===== config.mk =====
export PLATFORM = sky130hd
export DESIGN_NAME = vga_sync_lock
export DESIGN_NICKNAME = d
export VERILOG_FILES = /design/src/rtl/vga_timing_pkg.sv /design/src/rtl/vga_sync_expect.sv /design/src/rtl/vga_sync_lock.sv
export SDC_FILE = /design/constraint.sdc
export NUM_CORES = 1
export LEC_CHECK = 0
export BUFFER_PORTS_ARGS = -buffer_cell sky130_fd_sc_hd__buf_2
export CAP_MARGIN = 20
export CORE_ASPECT_RATIO = 0.9
export CORE_MARGIN = 10
export CORE_UTILIZATION = 35
export DETAILED_ROUTE_END_ITERATION = 10
export MAX_ROUTING_LAYER = met4
export SLEW_MARGIN = 5
export SYNTH_ARGS = -nofsm -noshare
export SYNTH_HDL_FRONTEND = slang
export SYNTH_SLANG_ARGS = --single-unit

===== constraint.sdc =====
create_clock -name clk -period 2.1 [get_ports clk]
set_input_delay 0 -clock clk [delete_from_list [all_inputs] [get_ports clk]]
set_output_delay 0 -clock clk [all_outputs]
set_load 0.1 [all_outputs]

===== src/rtl/vga_timing_pkg.sv =====
// Shared VGA timing constants, frame-length helper and sync-lock state encoding.
package vga_timing_pkg;

    // Default 640x480 timing, shared with the generator side.
    localparam int DEF_HRES = 640;
    localparam int DEF_HF   = 16;
    localparam int DEF_HS   = 96;
    localparam int DEF_HB   = 48;
    localparam int DEF_VRES = 480;
    localparam int DEF_VF   = 10;
    localparam int DEF_VS   = 2;
    localparam int DEF_VB   = 33;

    // Position counters are 10 bits wide on both axes.
    localparam int POS_W = 10;

    // Total line or frame length from its four timing segments.
    function automatic int full_len(input int active, input int fp, input int pw, input int bp);
        return active + fp + pw + bp;
    endfunction

    localparam int DEF_HFULL = full_len(DEF_HRES, DEF_HF, DEF_HS, DEF_HB);
    localparam int DEF_VFULL = full_len(DEF_VRES, DEF_VF, DEF_VS, DEF_VB);

    // Lock progression: find hsync, find vsync, prove clean frames, then track.
    typedef enum logic [1:0] {
        SEEK   = 2'd0,
        HALIGN = 2'd1,
        CHECK  = 2'd2,
        LOCKED = 2'd3
    } lock_state_t;

endpackage


===== src/rtl/vga_sync_expect.sv =====
// Maps a raster position to the sync levels and visible flag a generator
// would produce there; shared between the generator and the lock checker.
module vga_sync_expect
    import vga_timing_pkg::*;
#(
    parameter int HRES = DEF_HRES,
    parameter int HF   = DEF_HF,
    parameter int HS   = DEF_HS,
    parameter int VRES = DEF_VRES,
    parameter int VF   = DEF_VF,
    parameter int VS   = DEF_VS
) (
    input  logic [POS_W-1:0] h,
    input  logic [POS_W-1:0] v,
    output logic             exp_hs,
    output logic             exp_vs,
    output logic             in_visible
);

    localparam logic [POS_W-1:0] HS_START = POS_W'(HRES + HF);
    localparam logic [POS_W-1:0] HS_END   = POS_W'(HRES + HF + HS);
    localparam logic [POS_W-1:0] VS_START = POS_W'(VRES + VF);
    localparam logic [POS_W-1:0] VS_END   = POS_W'(VRES + VF + VS);
    localparam logic [POS_W-1:0] H_VIS    = POS_W'(HRES);
    localparam logic [POS_W-1:0] V_VIS    = POS_W'(VRES);

    // Syncs are active-low inside their pulse window; visible is the active area.
    always_comb begin
        exp_hs     = ~((h >= HS_START) && (h < HS_END));
        exp_vs     = ~((v >= VS_START) && (v < VS_END));
        in_visible = (h < H_VIS) && (v < V_VIS);
    end

endmodule


===== src/rtl/vga_sync_lock.sv =====
// Recovers raster position from an active-low hsync/vsync pair and declares
// lock after a number of clean frames; any later deviation drops lock.
module vga_sync_lock
    import vga_timing_pkg::*;
#(
    parameter int HRES        = DEF_HRES,
    parameter int HF          = DEF_HF,
    parameter int HS          = DEF_HS,
    parameter int HB          = DEF_HB,
    parameter int VRES        = DEF_VRES,
    parameter int VF          = DEF_VF,
    parameter int VS          = DEF_VS,
    parameter int VB          = DEF_VB,
    parameter int LOCK_FRAMES = 2
) (
    input  logic             clk,
    input  logic             reset,
    input  logic             hsync,
    input  logic             vsync,
    output logic [POS_W-1:0] h,
    output logic [POS_W-1:0] v,
    output logic             visible,
    output logic             locked,
    output logic             frame_start,
    output logic             sync_err
);

    localparam int HFULL = full_len(HRES, HF, HS, HB);
    localparam int VFULL = full_len(VRES, VF, VS, VB);
    localparam int CNT_W = $clog2(LOCK_FRAMES + 1);

    localparam logic [POS_W-1:0] H_LAST       = POS_W'(HFULL - 1);
    localparam logic [POS_W-1:0] V_LAST       = POS_W'(VFULL - 1);
    // The hsync fall is seen while the generator sits at HRES+HF, so the
    // register must take the value the generator shows one cycle later.
    localparam logic [POS_W-1:0] H_SEEK_LOAD  = POS_W'(HRES + HF + 1);
    // The vsync fall is seen at h==0 of line VRES+VF; v already holds that
    // line on the generator, so the load keeps it for the rest of the line.
    localparam logic [POS_W-1:0] V_ALIGN_LOAD = POS_W'(VRES + VF);
    localparam logic [CNT_W-1:0] CNT_LAST     = CNT_W'(LOCK_FRAMES - 1);

    lock_state_t      state;
    lock_state_t      state_next;
    logic [CNT_W-1:0] cnt;
    logic [CNT_W-1:0] cnt_next;
    logic [POS_W-1:0] h_next;
    logic [POS_W-1:0] v_next;
    logic             err_next;

    logic hs_q;
    logic vs_q;
    logic hs_low_at_reset;
    logic vs_low_at_reset;
    logic hs_fall;
    logic vs_fall;

    logic exp_hs;
    logic exp_vs;
    logic in_visible;
    logic hmax;
    logic vmax;
    logic hmis;
    logic vmis;

    vga_sync_expect #(
        .HRES (HRES),
        .HF   (HF),
        .HS   (HS),
        .VRES (VRES),
        .VF   (VF),
        .VS   (VS)
    ) u_expect (
        .h          (h),
        .v          (v),
        .exp_hs     (exp_hs),
        .exp_vs     (exp_vs),
        .in_visible (in_visible)
    );

    // Previous-cycle sync levels; a sync already low while reset is applied
    // is remembered so that its release is not mistaken for a falling edge.
    always_ff @(posedge clk) begin
        if (reset) begin
            hs_q            <= 1'b1;
            vs_q            <= 1'b1;
            hs_low_at_reset <= ~hsync;
            vs_low_at_reset <= ~vsync;
        end else begin
            hs_q            <= hsync;
            vs_q            <= vsync;
            hs_low_at_reset <= 1'b0;
            vs_low_at_reset <= 1'b0;
        end
    end

    // Edge detection, counter wrap points and comparison against expected syncs.
    always_comb begin
        hs_fall = hs_q && !hsync && !hs_low_at_reset;
        vs_fall = vs_q && !vsync && !vs_low_at_reset;
        hmax    = (h == H_LAST);
        vmax    = (v == V_LAST);
        hmis    = (hsync != exp_hs);
        vmis    = (vsync != exp_vs);
    end

    // Free-running counters with alignment loads, and the lock state machine;
    // mismatches take priority over wraps and lock transitions.
    always_comb begin
        state_next = state;
        cnt_next   = cnt;
        err_next   = 1'b0;
        h_next     = hmax ? '0 : h + 1'b1;
        v_next     = v;
        if (hmax) begin
            v_next = vmax ? '0 : v + 1'b1;
        end

        unique case (state)
            SEEK: begin
                if (hs_fall) begin
                    h_next     = H_SEEK_LOAD;
                    state_next = HALIGN;
                end
            end
            HALIGN: begin
                if (hmis) begin
                    state_next = SEEK;
                end else if (vs_fall) begin
                    if (h == '0) begin
                        v_next     = V_ALIGN_LOAD;
                        cnt_next   = '0;
                        state_next = CHECK;
                    end else begin
                        state_next = SEEK;
                    end
                end
            end
            CHECK: begin
                if (hmis || vmis) begin
                    state_next = SEEK;
                end else if (hmax && vmax) begin
                    if (cnt == CNT_LAST) begin
                        state_next = LOCKED;
                    end else begin
                        cnt_next = cnt + 1'b1;
                    end
                end
            end
            LOCKED: begin
                if (hmis || vmis) begin
                    state_next = SEEK;
                    err_next   = 1'b1;
                end
            end
            default: begin
                state_next = SEEK;
            end
        endcase
    end

    // State, frame counter, position registers and the one-cycle error pulse.
    always_ff @(posedge clk) begin
        if (reset) begin
            state    <= SEEK;
            cnt      <= '0;
            h        <= '0;
            v        <= '0;
            sync_err <= 1'b0;
        end else begin
            state    <= state_next;
            cnt      <= cnt_next;
            h        <= h_next;
            v        <= v_next;
            sync_err <= err_next;
        end
    end

    // Lock status follows the state register; the rest decode from it and h/v.
    always_comb begin
        locked      = (state == LOCKED);
        visible     = locked && in_visible;
        frame_start = locked && (h == '0) && (v == '0);
    end

endmodule


==> run summary <==
DP Wirelength - 2.85 mm
max-slew violations - 0
WS Path Type - register to register
fmax - 0.491 GHz
fin crit share - 96.9%
Setup crit end kind - register
htree depth - 2
most common cell after layout, fill and taps aside - buf_2
Setup violations, final - 0
clk sinks - 29
antenna violations before repair - 0
commonest cells after routing, fill and taps aside - buf_2 (26), nor2_1 (17), nand2_1 (13), buf_4 (11)
first-pass iteration count of the detailed router - 4
Syn Inst Count - 174
TritonCTS clock tree - built
Slowest cell on crit path - or4b_4
Die Y - 81.8 um
Initial Util - 36.4%
Layout Cells excl Fill - 264
synth warn - 0
placed insts - 253
GRT overflow - 0
Max IR drop VDD - 0.336 mV
flop and latch count out of synthesis - 29
Clock Latency Late Sink - 280 ps
n_diodes - 0
area of the die - 7250 um2
first-pass GRT wire length - 6.44 mm
port bufs - 27
Setup TNS - 0 ps
Via density - 5.22
Mapped Nets - 184
Critical Path AT - 2240 ps
Setup Skew - 6.65 ps
Multi-input gate area - 927 um2
Syn-to-layout area delta - 33.8%
mapped cell area - 1480 um2
register area - 631 um2
endpoints failing hold - 0
power per cell area - 623 nW/um2
Die X - 88.6 um
Clock Pin Slew Worst Setup and Hold Paths - 70 ps
status - complete, no violations
fin crit period - 2030 ps
Bufs on Longest Clock Path - 2
Post-synth EDFFs - 0
Slew HR - 46.7%
Netlist cell types - 36
Critical Path Source Type - register
final wirelength - 3.86 mm
Mean Syn Cell Area - 8.53 um2
Primary FF master, synth - dfxtp_1
LEAKAGE - 0.787 nW
max_cap viols - 0
CP Data Required Time - 2310 ps
nets@finish - 225
I/O pin cnt - 28
Final Power - 1.24 mW
Synth async-reset ratio - 0%
worst slew pin tran - 794 ps
slowest cell delay on critical path - 480 ps
gr usage total - 11.6%
Critical Path Fanout Max - 6
sequential element share of the synthesized area - 39.1%
ANT nets after route - 0
routability cong. - 0.754
DR DRC count - 0
Core Box Area - 4070 um2
DR iter-0 viols - 64
largest net degree at the start of global routing - 19
HP Class - input port to register
vias in the first global route - 1298
CTS root buf - clkbuf_8
filler instances - 418
cts bufs inserted - 5
FP Rows - 22
CP cell instances - inv_1 > ha_1 > or4b_4 > nor4_4 > nand4b_1 > or3_4 > o21ai_0
average wire per standard cell - 14.6 um
layout cells sized above 1 - 38.0%
via count - 1377
sequential cells by signal (all words and copies together), names as in the netlist:
signal and count:
h 10, v 10, cnt 2, state 2
hs_low_at_reset 1, hs_q 1, sync_err 1, vs_low_at_reset 1
vs_q 1
what timing repair did:
action / 4_1_cts / 5_1_grt
setup endpoints to repair: 14 / 12
resized for setup: 4 / 4
pin swaps: 3 / 0
setup buffers: 0 / 1
hold buffers: 2 / 0
hold endpoints to repair: 4 / 0
final cells by class:
cell class,instances,share of cell area [%]
Clock inverter,3,0.819
Sequential cell,29,31.8
Inverter,8,1.51
Timing Repair Buffer,40,12.7
Tap cell,48,3.02
Multi-Input combinational cell,131,46.7
Clock buffer,5,3.47
critical path: cells and delay by family (launching register included):
| family | cells | cell delay, ps |
|---|---|---|
| simple gates | 4 | 1280 |
| buf+inv | 1 | 70 |
| flops | 1 | 370 |
| fa+ha+maj | 1 | 140 |
| compound gates | 1 | 90 |
cell usage after synthesis, drive strengths merged (3+ instances only):
cell type	count	area, um2
or2	4	25.0
inv	8	30.0
xor2	8	70.1
nor4	6	37.5
a21oi	4	20.0
dfxtp	29	581
nor3b	3	22.5
or4b	3	30.0
nor3	7	35.0
nor2	17	63.8
nor2b	5	31.3
clkbuf	4	15.0
nand3	7	35.0
mux2i	3	30.0
nand2	13	48.8
or3	5	36.3
ha	6	75.1
xnor2	10	87.6
o21ai	10	53.8
nand4	6	37.5
logic make-up (layout without fill, tap and decap cells):
group / Yosys count / after routing / share of synthesized area [%]
buf+inv: 14 / 56 / 3.71
fa+ha+maj: 6 / 6 / 5.06
simple gates: 82 / 82 / 30.1
compound gates: 22 / 22 / 9.36
mux: 3 / 3 / 2.02
flops: 29 / 29 / 39.1
xor+xnor: 18 / 18 / 10.6
path summary, 6_finish.rpt:
path | startpoint | to | slack (ps) | cells past startpoint
max | h[0] | v[8] | 70 | 7
min | reset | h[0] | 80 | 2
max reg2reg | h[0] | v[8] | 70 | 7
min reg2reg | h[6] | h[6] | 550 | 2
where the power goes:
group          leakage [nW]  total, mW  internal (mW)  switching, mW
logic                 0.490      0.195         0.0582          0.137
clock network        0.0482      0.454          0.229          0.225
registers             0.248      0.587          0.561         0.0260
total                 0.787       1.24          0.848          0.388
per-stage QoR:
step	utilization, %	area [um2]	setup slack (ps)	hold slack (ps)
after CTS	48.1	1960	12.2	72.3
after global placement	45.0	1830	-82.2	215
final	48.7	1990	65.2	80.5
after global routing	48.7	1990	-46.5	93.9
after detailed placement	45.0	1830	-82.4	221
after floorplan	-	1580	-15.4	71.6
layer usage:
layer | track usage (%) | part of all wire [%] | up-vias
li1 | - | - | 696
met4 | 3.87 | 1.4 | 0
met5 | - | 0 | -
met3 | 4.25 | 3.9 | 7
met2 | 17.5 | 47 | 21
met1 | 14.0 | 48 | 653
Note: power is estimated with default switching activity, not from simulation.
